### src/rtl/dmem_arb_pkg.sv
// Shared types and default widths for the data-memory arbiter.
package dmem_arb_pkg;

    localparam int unsigned DEF_ADDR_W = 11;
    localparam int unsigned DEF_DATA_W = 32;
    localparam int unsigned WAIT_W     = 4;
    localparam int unsigned CNT_W      = 16;

    typedef enum logic [1:0] {
        OWN_NONE = 2'd0,
        OWN_P0   = 2'd1,
        OWN_P1   = 2'd2
    } owner_t;

endpackage

### src/rtl/dmem_arbiter_if.sv
// Two request ports plus the RAM macro pins, as seen by the arbiter.
interface dmem_arbiter_if
    import dmem_arb_pkg::*;
#(
    parameter int unsigned ADDR_W = DEF_ADDR_W,
    parameter int unsigned DATA_W = DEF_DATA_W
);
    logic              p0_req;
    logic              p0_we;
    logic [ADDR_W-1:0] p0_addr;
    logic [DATA_W-1:0] p0_wdata;
    logic              p0_gnt;
    logic              p0_rvalid;
    logic [DATA_W-1:0] p0_rdata;

    logic              p1_req;
    logic              p1_we;
    logic [ADDR_W-1:0] p1_addr;
    logic [DATA_W-1:0] p1_wdata;
    logic              p1_gnt;
    logic              p1_rvalid;
    logic [DATA_W-1:0] p1_rdata;

    logic              ram_cen;
    logic              ram_wen;
    logic              ram_oen;
    logic [ADDR_W-1:0] ram_addr;
    logic [DATA_W-1:0] ram_d;
    logic [DATA_W-1:0] ram_q;

    modport slave (
        input  p0_req, p0_we, p0_addr, p0_wdata,
        input  p1_req, p1_we, p1_addr, p1_wdata,
        input  ram_q,
        output p0_gnt, p0_rvalid, p0_rdata,
        output p1_gnt, p1_rvalid, p1_rdata,
        output ram_cen, ram_wen, ram_oen, ram_addr, ram_d
    );

    // Requesting masters together with the RAM macro that returns ram_q.
    modport master (
        output p0_req, p0_we, p0_addr, p0_wdata,
        output p1_req, p1_we, p1_addr, p1_wdata,
        output ram_q,
        input  p0_gnt, p0_rvalid, p0_rdata,
        input  p1_gnt, p1_rvalid, p1_rdata,
        input  ram_cen, ram_wen, ram_oen, ram_addr, ram_d
    );

endinterface

### src/rtl/dmem_arb_wait_ctr.sv
// Counts consecutive denied port-1 cycles and flags when port 1 must override port 0.
module dmem_arb_wait_ctr
    import dmem_arb_pkg::*;
#(
    parameter int unsigned MAX_WAIT = 4
) (
    input  logic clk,
    input  logic rst,
    input  logic p1_req,
    input  logic p1_gnt,
    output logic override_c
);

    localparam logic [WAIT_W-1:0] WAIT_SAT = '1;
    localparam logic [WAIT_W-1:0] WAIT_LIM = WAIT_W'(MAX_WAIT);

    logic [WAIT_W-1:0] wait_cnt;

    always_ff @(posedge clk or posedge rst) begin
        if (rst) begin
            wait_cnt <= '0;
        end else if (p1_req && !p1_gnt) begin
            if (wait_cnt != WAIT_SAT) begin
                wait_cnt <= wait_cnt + WAIT_W'(1);
            end
        end else begin
            wait_cnt <= '0;
        end
    end

    assign override_c = (wait_cnt >= WAIT_LIM);

endmodule

### src/rtl/dmem_arbiter.sv
// Shares the single-ported data RAM between the execute stage (port 0, priority)
// and a secondary master (port 1, bounded wait), routing read data back to its issuer.
module dmem_arbiter
    import dmem_arb_pkg::*;
#(
    parameter int unsigned ADDR_W   = DEF_ADDR_W,
    parameter int unsigned DATA_W   = DEF_DATA_W,
    parameter int unsigned MAX_WAIT = 4
) (
    input  logic             clk,
    input  logic             rst,
    dmem_arbiter_if.slave    bus,
    output logic [CNT_W-1:0] conflict_cnt
);

    localparam logic [CNT_W-1:0] CNT_SAT = '1;

    logic   override_c;
    logic   gnt0_c;
    logic   gnt1_c;
    owner_t rd_owner;
    owner_t rd_owner_nxt;

    dmem_arb_wait_ctr #(
        .MAX_WAIT (MAX_WAIT)
    ) u_wait_ctr (
        .clk        (clk),
        .rst        (rst),
        .p1_req     (bus.p1_req),
        .p1_gnt     (gnt1_c),
        .override_c (override_c)
    );

    // Port 1 wins only when alone or once it has waited long enough.
    always_comb begin
        gnt0_c = 1'b0;
        gnt1_c = 1'b0;
        if (!rst) begin
            if (bus.p1_req && (!bus.p0_req || override_c)) begin
                gnt1_c = 1'b1;
            end else if (bus.p0_req) begin
                gnt0_c = 1'b1;
            end
        end
    end

    assign bus.p0_gnt = gnt0_c;
    assign bus.p1_gnt = gnt1_c;

    // RAM pin drive; idle cycles park the address/data on port 0.
    always_comb begin
        bus.ram_cen  = 1'b1;
        bus.ram_wen  = 1'b1;
        bus.ram_addr = bus.p0_addr;
        bus.ram_d    = bus.p0_wdata;
        if (gnt1_c) begin
            bus.ram_cen  = 1'b0;
            bus.ram_wen  = ~bus.p1_we;
            bus.ram_addr = bus.p1_addr;
            bus.ram_d    = bus.p1_wdata;
        end else if (gnt0_c) begin
            bus.ram_cen  = 1'b0;
            bus.ram_wen  = ~bus.p0_we;
        end
    end

    assign bus.ram_oen = 1'b0;

    // Remember which port issued the read so the next cycle's ram_q goes back to it.
    always_ff @(posedge clk or posedge rst) begin
        if (rst) begin
            rd_owner <= OWN_NONE;
        end else begin
            rd_owner <= rd_owner_nxt;
        end
    end

    always_comb begin
        rd_owner_nxt = OWN_NONE;
        if (gnt0_c && !bus.p0_we) begin
            rd_owner_nxt = OWN_P0;
        end else if (gnt1_c && !bus.p1_we) begin
            rd_owner_nxt = OWN_P1;
        end
    end

    assign bus.p0_rvalid = (rd_owner == OWN_P0);
    assign bus.p1_rvalid = (rd_owner == OWN_P1);
    assign bus.p0_rdata  = bus.ram_q;
    assign bus.p1_rdata  = bus.ram_q;

    always_ff @(posedge clk or posedge rst) begin
        if (rst) begin
            conflict_cnt <= '0;
        end else if (bus.p0_req && bus.p1_req && (conflict_cnt != CNT_SAT)) begin
            conflict_cnt <= conflict_cnt + CNT_W'(1);
        end
    end

endmodule

### src/flat_wrapper.sv
// flat-port wrapper written by rule: the top's interface ports become plain ports
module dmem_arbiter_flat import dmem_arb_pkg::*;
#(
    parameter int unsigned ADDR_W   = DEF_ADDR_W,
    parameter int unsigned DATA_W   = DEF_DATA_W,
    parameter int unsigned MAX_WAIT = 4
)
  (clk, rst, conflict_cnt, bus_p0_req, bus_p0_we, bus_p0_addr, bus_p0_wdata, bus_p1_req, bus_p1_we, bus_p1_addr, bus_p1_wdata, bus_ram_q, bus_p0_gnt, bus_p0_rvalid, bus_p0_rdata, bus_p1_gnt, bus_p1_rvalid, bus_p1_rdata, bus_ram_cen, bus_ram_wen, bus_ram_oen, bus_ram_addr, bus_ram_d);
  dmem_arbiter_if #(.ADDR_W(ADDR_W), .DATA_W(DATA_W)) bus_i ();
  input  logic clk;
  input  logic rst;
  output logic [CNT_W-1:0] conflict_cnt;
  input wire logic [$bits(bus_i.p0_req)-1:0] bus_p0_req;
  input wire logic [$bits(bus_i.p0_we)-1:0] bus_p0_we;
  input wire logic [$bits(bus_i.p0_addr)-1:0] bus_p0_addr;
  input wire logic [$bits(bus_i.p0_wdata)-1:0] bus_p0_wdata;
  input wire logic [$bits(bus_i.p1_req)-1:0] bus_p1_req;
  input wire logic [$bits(bus_i.p1_we)-1:0] bus_p1_we;
  input wire logic [$bits(bus_i.p1_addr)-1:0] bus_p1_addr;
  input wire logic [$bits(bus_i.p1_wdata)-1:0] bus_p1_wdata;
  input wire logic [$bits(bus_i.ram_q)-1:0] bus_ram_q;
  output wire logic [$bits(bus_i.p0_gnt)-1:0] bus_p0_gnt;
  output wire logic [$bits(bus_i.p0_rvalid)-1:0] bus_p0_rvalid;
  output wire logic [$bits(bus_i.p0_rdata)-1:0] bus_p0_rdata;
  output wire logic [$bits(bus_i.p1_gnt)-1:0] bus_p1_gnt;
  output wire logic [$bits(bus_i.p1_rvalid)-1:0] bus_p1_rvalid;
  output wire logic [$bits(bus_i.p1_rdata)-1:0] bus_p1_rdata;
  output wire logic [$bits(bus_i.ram_cen)-1:0] bus_ram_cen;
  output wire logic [$bits(bus_i.ram_wen)-1:0] bus_ram_wen;
  output wire logic [$bits(bus_i.ram_oen)-1:0] bus_ram_oen;
  output wire logic [$bits(bus_i.ram_addr)-1:0] bus_ram_addr;
  output wire logic [$bits(bus_i.ram_d)-1:0] bus_ram_d;
  assign bus_i.p0_req = bus_p0_req;
  assign bus_i.p0_we = bus_p0_we;
  assign bus_i.p0_addr = bus_p0_addr;
  assign bus_i.p0_wdata = bus_p0_wdata;
  assign bus_i.p1_req = bus_p1_req;
  assign bus_i.p1_we = bus_p1_we;
  assign bus_i.p1_addr = bus_p1_addr;
  assign bus_i.p1_wdata = bus_p1_wdata;
  assign bus_i.ram_q = bus_ram_q;
  assign bus_p0_gnt = bus_i.p0_gnt;
  assign bus_p0_rvalid = bus_i.p0_rvalid;
  assign bus_p0_rdata = bus_i.p0_rdata;
  assign bus_p1_gnt = bus_i.p1_gnt;
  assign bus_p1_rvalid = bus_i.p1_rvalid;
  assign bus_p1_rdata = bus_i.p1_rdata;
  assign bus_ram_cen = bus_i.ram_cen;
  assign bus_ram_wen = bus_i.ram_wen;
  assign bus_ram_oen = bus_i.ram_oen;
  assign bus_ram_addr = bus_i.ram_addr;
  assign bus_ram_d = bus_i.ram_d;
  dmem_arbiter #(.ADDR_W(ADDR_W), .DATA_W(DATA_W), .MAX_WAIT(MAX_WAIT)) u_core (.clk(clk), .rst(rst), .bus(bus_i), .conflict_cnt(conflict_cnt));
endmodule
### config.mk
export PLATFORM = sky130hd
export DESIGN_NAME = dmem_arbiter_flat
export DESIGN_NICKNAME = d
export VERILOG_FILES = /design/src/rtl/dmem_arb_pkg.sv /design/src/rtl/dmem_arbiter_if.sv /design/src/rtl/dmem_arb_wait_ctr.sv /design/src/rtl/dmem_arbiter.sv /design/src/flat_wrapper.sv
export SDC_FILE = /design/constraint.sdc
export NUM_CORES = 1
export LEC_CHECK = 0
export BUFFER_PORTS_ARGS = -buffer_cell sky130_fd_sc_hd__buf_2
export CORE_AREA = 2 2 97 99
export CTS_BUF_LIST = sky130_fd_sc_hd__clkbuf_8
export DETAILED_ROUTE_END_ITERATION = 10
export DIE_AREA = 0 0 99 101
export PLACE_DENSITY = 0.71
export SLEW_MARGIN = 5
export SYNTH_ARGS = -nofsm -noshare
export SYNTH_HDL_FRONTEND = slang
export SYNTH_SLANG_ARGS = --single-unit
### constraint.sdc
create_clock -name clk -period 1.6 [get_ports clk]
set_input_delay 0.16 -clock clk [delete_from_list [all_inputs] [get_ports clk]]
set_output_delay 0.16 -clock clk [all_outputs]
set_load 0.1 [all_outputs]
==> key figures, run 1 <==
Status
  • Status: complete, but fails checks
  • Violated checks: negative hold slack, negative setup slack

Hold path
  • Tightest Hold Check Type: primary input to async pin

GRT
  • Remaining Overflow, GRT: 0
  • Largest net degree at the start of global routing: 35
  • Gr usage total: 0.127
  • Most Used Layer, Global Route: met2
  • GRT met1 Usage: 0.143
  • Vias in the first global route: 1,965
  • Global Route met2 Usage: 0.217
  • Met3 Use GR: 0.0506
  • First-pass GRT wire length: 10,100 µm
  • Initial antenna violation count: 0

Worst setup path
  • Max stage delay on crit path: 390 ps
  • CP Class: flop to primary output
  • Buf/Inv on CP: 2
  • CP required: 1440 ps
  • CP arrival: 1760 ps
  • Crit start category: flop
  • CP top delay family: flip-flops
  • Slowest library cell on the worst path: dfrtp_1
  • Crit path cell chain: o311a_4, buf_12, mux2_2, buf_12
  • Worst-path fanout max: 34
  • Critical path's most frequent cell: buf_12
  • CP Capture Type: primary output

Final layout
  • Register area: 611 µm²
  • Share of layout cells above drive strength 1: 0.793
  • Multi-input gate area: 1320 µm²
  • Fillers: 821
  • Final instance area: 3800 µm²
  • Nets: 461
  • Most frequent cells in the layout: buf_2, buf_12, mux2_4
  • Final Util: 0.423
  • Most common cell after layout, fill and taps aside: buf_2
  • Area growth, synth to finish: 76.2%

Drt
  • Via count: 2,019
  • Iteration-0 DRC count of the detailed router: 35
  • Drc violations: 0
  • Via density: 4.53
  • Total wire length: 7160 µm
  • Final ANT Viol Nets: 0
  • DR pass1 iterations: 4
  • Routed WL per cell: 16.1 µm

Floorplan
  • Core area: 8980 µm²
  • Die Area: 10000 µm²
  • Die H: 101 µm
  • Core Rows: 35
  • Initial core utilization: 0.240
  • Chip width: 99 µm
  • IO Count: 254

Pwr
  • Pwr dens: 923 nW/µm²
  • Clock share of power: 0.100
  • Comb pwr share: 0.671
  • Total power: 3510 µW
  • Power share of the sequential group: 0.228
  • Max IR drop VDD: 0.401 mV
  • Switching share of total power: 0.535
  • Leakage power: 0.00181 µW
  • Net switching power: 1880 µW
  • Int Pwr: 1630 µW

Clock tree
  • TritonCTS buffer count: 3
  • CTS tree: done
  • Clock Tree Root: clkbuf_8
  • H-tree depth: 1
  • Worst-Skew Late Latency: 260 ps
  • Hold-fix buffers, CTS: 0
  • Clock sinks: 22
  • CTS max path bufs: 2
  • CTS clk-pin slew, worst paths: 80 ps

Synthesis
  • Synth async-reset ratio: 1.00
  • Post-synthesis sequential area ratio: 0.255
  • Syn Area/Cell: 9.67 µm²
  • Post-synth cell types: 34
  • EDFF count, synth: 0
  • Syn. warnings: 0
  • Ys flop type: dfrtp_1
  • Syn Nets: 349
  • Cell count after synthesis: 223
  • #FFs+latches synth: 22
  • Post-Syn Area: 2160 µm²

Timing
  • Fin Hold WS: -4.29 ps
  • Fmax: 520 MHz
  • Layout Skew: 6.46 ps
  • Tmin final: 1920 ps
  • Setup slack after layout: -322 ps
  • Hold Fails Final Rpt: 13
  • Setup Viol. Count Final: 46
  • Slew Viols, Final: 0
  • RSZ-0062 raised after global routing: yes
  • Fin crit share: 1.20

Placed design
  • Post-DP HPWL: 6180 µm
  • Gpl congestion: 0.786
  • Post-DP Area: 3670 µm²
  • I/O Buffers: 156

Run
  • MaxCap Viol Count: 0
[state kept, by name (all words and copies together) (netlist names)]
name                        flops
u_core.conflict_cnt            16
u_core.rd_owner                 2
u_core.u_wait_ctr.wait_cnt      4
[metal layers]
layer / routed length [µm] / part of all wire
met1: 2450 / 0.34
met2: 3690 / 0.52
met3: 893 / 0.12
met4: 129 / 0.018
met5: 0 / 0
[cells in the mapped netlist, types with 3 or more instances]
master   count  area (µm²)
and4_1       3        26.3
buf_2        3        15.0
buf_4       65         488
dfrtp_1     22         551
mux2_2      40         450
mux2_4       5        75.1
nand2_1      9        33.8
nand3_1      8        40.0
nand4_1      6        37.5
nor2_1      12        45.0
nor2b_1      4        25.0
nor3_1       3        15.0
o21ai_0      3        15.0
xnor2_1      7        61.3
xor2_1       5        43.8
[final timing paths]
check | end | from | depth (start not counted) | slack, ps
max in group asynchronous | u_core.conflict_cnt[4] | rst | 3 | 1340
worst max-delay path | bus_ram_addr[0] | u_core.u_wait_ctr.wait_cnt[2] | 4 | -320
min in group clk | u_core.rd_owner[0] | bus_p0_we | 2 | 60
worst max register to register | u_core.conflict_cnt[7] | u_core.conflict_cnt[1] | 6 | 0
worst min register to register | u_core.conflict_cnt[15] | u_core.conflict_cnt[15] | 1 | 520
worst min-delay path | u_core.conflict_cnt[1] | rst | 3 | -4
[logic make-up (layout without fill, tap and decap cells)]
logic type | after synthesis | in the layout | synth area share
other | 1 | 2 | 0.00174
AOI/OAI and AO/OA | 12 | 12 | 0.0424
xor gates and xnor gates | 12 | 12 | 0.0488
muxes | 47 | 47 | 0.253
and+or+nand+nor | 54 | 54 | 0.138
DFF | 22 | 22 | 0.255
buffers and inverters | 73 | 184 | 0.249
adders and majority gates | 2 | 2 | 0.0116
[through the flow]
step                worst slack (ps)  hold slack (ps)  setup TNS [ps]  cells
finish                          -322            -4.29          -13270    446
global route                    -369             30.2          -15600    445
CTS                             -323             2.14          -13500    445
detailed placement             -40.5              289           -1460    438
global placement               -22.0              271            -660    438
floorplan                       -253             37.9           -2960    223
[worst register-to-register path, delay by kind of cell (launching register included)]
kind | cells | cell delay (ps)
DFF | 1 | 490
AOI/OAI and AO/OA | 1 | 290
and+or+nand+nor | 2 | 250
buffers and inverters | 1 | 170
adders and majority gates | 1 | 160
xor gates and xnor gates | 1 | 120
[power by group through the flow]
| stage | sequential, µW | combinational [µW] | clock, µW |
|---|---|---|---|
| 5_1_grt | 817 | 2430 | 375 |
| 3_5_place_dp | 814 | 2350 | 0 |
| 2_1_floorplan | 1360 | 1810 | 0 |
| 4_1_cts | 802 | 2370 | 358 |
| 3_3_place_gp | 803 | 2330 | 0 |
| 6_report | 800 | 2350 | 352 |
[timing repair]
item,CTS,global route
pin swaps,4,6
setup buffers,3,0
endpoints found under the hold margin,0,0
gates resized for setup,9,6
setup endpoints to repair,46,53
[final cells by class]
type                    count  area share
diodes                      1    0.000659
clock buffers               3      0.0109
clock inverters             1    0.000988
inverters                   3     0.00395
multi-input cells         128       0.347
flip-flops and latches     22       0.161
well taps                 111      0.0366
repair buffers            177       0.439
Power figures use the tool's default switching activity.
==> run 2: changes to the inputs <==
--- a/config.mk
+++ b/config.mk
@@ -5,12 +5,14 @@
 export SDC_FILE = /design/constraint.sdc
 export NUM_CORES = 1
 export LEC_CHECK = 0
+export ABC_AREA = 1
 export BUFFER_PORTS_ARGS = -buffer_cell sky130_fd_sc_hd__buf_2
-export CORE_AREA = 2 2 97 99
+export CAP_MARGIN = 40
+export CORE_AREA = 2 2 98 100
 export CTS_BUF_LIST = sky130_fd_sc_hd__clkbuf_8
 export DETAILED_ROUTE_END_ITERATION = 10
-export DIE_AREA = 0 0 99 101
-export PLACE_DENSITY = 0.71
+export DIE_AREA = 0 0 100 102
+export PLACE_DENSITY = 0.74
 export SLEW_MARGIN = 5
 export SYNTH_ARGS = -nofsm -noshare
 export SYNTH_HDL_FRONTEND = slang
==> run 2 against run 1 <==
The flow still finishes with violations (negative hold slack, negative setup slack). Sequential power decreased by 10%. Clock power is 16% higher. Cell count grew 38%. Global-route usage is 4.9 points higher. Clock skew down 3.1 ps. Worst setup slack better by 110 ps. Final area increased by 18%. Critical path type unchanged. Highest routed layer unchanged.
==> key figures, run 2 <==
Status
  • Status: complete, but fails checks
  • Violated checks: negative hold slack, negative setup slack

Final layout
  • Fin cells: 616
  • Regs by FF count: u_core.conflict_cnt x16, u_core.u_wait_ctr.wait_cnt x4, u_core.rd_owner x2
  • Most frequent cells in the layout: nand2_1, buf_2, nand2_4
  • Most common cell after layout, fill and taps aside: nand2_1
  • Area growth, synth to finish: 80.9%
  • Max reg flops: 16
  • Final Util: 0.490
  • Nets: 632
  • Fillers: 826
  • Most flops, register: u_core.conflict_cnt
  • Share of layout cells above drive strength 1: 0.596
  • Diode count: 0

Synthesis
  • Syn Nets: 527
  • Syn. warnings: 0
  • Post-synth cell types: 26
  • Post-synth top cells: nand2_1, buf_4, dfrtp_1
  • Ys flop type: dfrtp_1
  • Top cells by area, synth: nand2_1, dfrtp_1, buf_4
  • Synth async-reset ratio: 1.00
  • Count leader, synth: nand2_1
  • Post-synthesis sequential area ratio: 0.223
  • Cell count after synthesis: 401
  • Yosys top cell by area: nand2_1
  • #FFs+latches synth: 22
  • Post-Syn Area: 2470 µm²
  • Syn Area/Cell: 6.16 µm²
  • Yosys top cell area share: 0.315
  • EDFF count, synth: 0

Pwr
  • Int Pwr: 1580 µW
  • Total power: 3430 µW
  • Comb pwr share: 0.671
  • Pwr dens: 768 nW/µm²
  • Net switching power: 1850 µW
  • Switching share of total power: 0.538
  • Leakage power: 0.00225 µW
  • Power share of the sequential group: 0.209
  • Clock share of power: 0.119
  • Max IR drop VDD: 1.19 mV

Timing
  • Slew Viols, Final: 0
  • Hold Fails Final Rpt: 22
  • Slew HR: 0.656
  • Layout Skew: 3.33 ps
  • Fin crit share: 1.13
  • Fin Hold WS: -12.5 ps
  • Setup Viol. Count Final: 46
  • Setup slack after layout: -213 ps
  • Fmax: 552 MHz
  • RSZ-0062 raised after global routing: yes
  • Tmin final: 1810 ps
  • Worst-margin pin slew: 519 ps

Worst setup path
  • Flop2flop setup slack: 90 ps
  • CP top delay family: buffers and inverters
  • CP required: 1440 ps
  • Crit path cell chain: nor2_2, nand2_2, nand3_4, buf_8, buf_12, buf_16, nand2_4, nand2_4, buf_12
  • Max stage delay on crit path: 400 ps
  • Slowest library cell on the worst path: dfrtp_1
  • CP arrival: 1650 ps
  • Reg2reg start: u_core.u_wait_ctr.wait_cnt[2]
  • Worst-path fanout max: 8
  • Worst R2R End: u_core.u_wait_ctr.wait_cnt[1]
  • Crit start category: flop
  • CP Capture Type: primary output
  • Reg2reg path depth: 9
  • CP Class: flop to primary output
  • Buf/Inv on CP: 4

Clock tree
  • Clock sinks: 22
  • CTS tree: done
  • H-tree depth: 1
  • CTS clk-pin slew, worst paths: 80 ps
  • Clock Tree Root: clkbuf_8
  • CTS max path bufs: 2
  • Hold-fix buffers, CTS: 0
  • Worst-Skew Late Latency: 270 ps
  • TritonCTS buffer count: 3

Placed design
  • Gpl congestion: 0.900
  • I/O Buffers: 156
  • Post-DP HPWL: 7900 µm
  • Placed cells: 602

Drt
  • Drc violations: 0
  • Total wire length: 10000 µm
  • Final ANT Viol Nets: 0
  • Iteration-0 DRC count of the detailed router: 67
  • DR pass1 iterations: 4
  • Routed WL per cell: 16.2 µm
  • Via density: 4.60
  • Via count: 2,831

GRT
  • Vias in the first global route: 2,671
  • Largest net degree at the start of global routing: 46
  • First-pass GRT wire length: 14,100 µm
  • Gr usage total: 0.176
  • Initial antenna violation count: 0
  • Remaining Overflow, GRT: 0

Floorplan
  • Die Area: 10,200 µm²
  • Die H: 102 µm
  • Core Rows: 35
  • Initial core utilization: 0.271
  • Core area: 9110 µm²
  • IO Count: 254
  • Chip width: 100 µm

Run
  • MaxCap Viol Count: 0

Hold path
  • Tightest Hold Check Type: primary input to async pin
## run 2: cell count changes after synthesis, sizes merged, moves of 5 or more
cell,previous run,this run
inv,3,25
nand3b,0,5
mux2,45,0
nor2,12,29
nand2,9,212
## run 2: area by class of cell
cell class                      instances  area, µm²  area share
Clock buffer                            4       55.1      0.0123
Inverter                               25        114      0.0255
Multi-Input combinational cell        280       1830       0.409
Sequential cell                        22        576       0.129
Tap cell                              111        139      0.0311
Timing Repair Buffer                  174       1760       0.393
## run 2: how the worst max path moves through the flow
stage                                        startpoint             to  slack (ps)  cells after the start
after floorplan           u_core.u_wait_ctr.wait_cnt[3]    bus_ram_wen        -250                      6
after global placement    u_core.u_wait_ctr.wait_cnt[2]  bus_ram_d[23]        -250                      7
after detailed placement  u_core.u_wait_ctr.wait_cnt[2]  bus_ram_d[23]        -320                      7
after CTS                 u_core.u_wait_ctr.wait_cnt[3]  bus_ram_d[14]        -220                      9
after global routing      u_core.u_wait_ctr.wait_cnt[2]  bus_ram_d[22]        -300                      9
final                     u_core.u_wait_ctr.wait_cnt[2]  bus_ram_d[22]        -210                      9
## run 2: metal layers
metal	track usage	vias up	share of wire
met5	0	-	0
met4	0.0674	0	0.029
met3	0.107	41	0.15
met2	0.299	156	0.51
met1	0.177	1277	0.31
li1	-	1357	-
## run 2: power by group through the flow
stage	clock, µW	sequential [µW]	combinational (µW)
after floorplan	0	1070	1900
after global placement	0	723	2160
after detailed placement	0	726	2180
after CTS	414	716	2270
after global routing	439	730	2390
final	410	718	2300
## run 2: per-stage QoR
stage | TNS [ps] | worst slack, ps | cell area (µm²)
2_1_floorplan | -369 | -252 | 2860
3_3_place_gp | -7220 | -254 | 3980
3_5_place_dp | -10410 | -325 | 3980
4_1_cts | -7570 | -215 | 4310
5_1_grt | -11260 | -301 | 4470
6_report | -7240 | -213 | 4470
## run 2: kinds of logic after synthesis
| family | share of synthesized area |
|---|---|
| adder cells (fa/ha/maj) | 0.0101 |
| AND/OR/NAND/NOR | 0.456 |
| AO/OA/AOI/OAI | 0.0172 |
| other | 0.00152 |
| flip-flops | 0.223 |
| XOR/XNOR | 0.0177 |
| buffers and inverters | 0.274 |
## run 2: timing repair
action / in CTS / in global routing
cloned: 2 / 1
resized for setup: 45 / 32
setup endpoints to repair: 47 / 51
setup buffers: 6 / 1
pin swaps: 7 / 20
## run 2: tightest hold or removal path, cell delays in order
cell and delay (ps):
buf_2 110, clkinvlp_4 90, buf_4 290
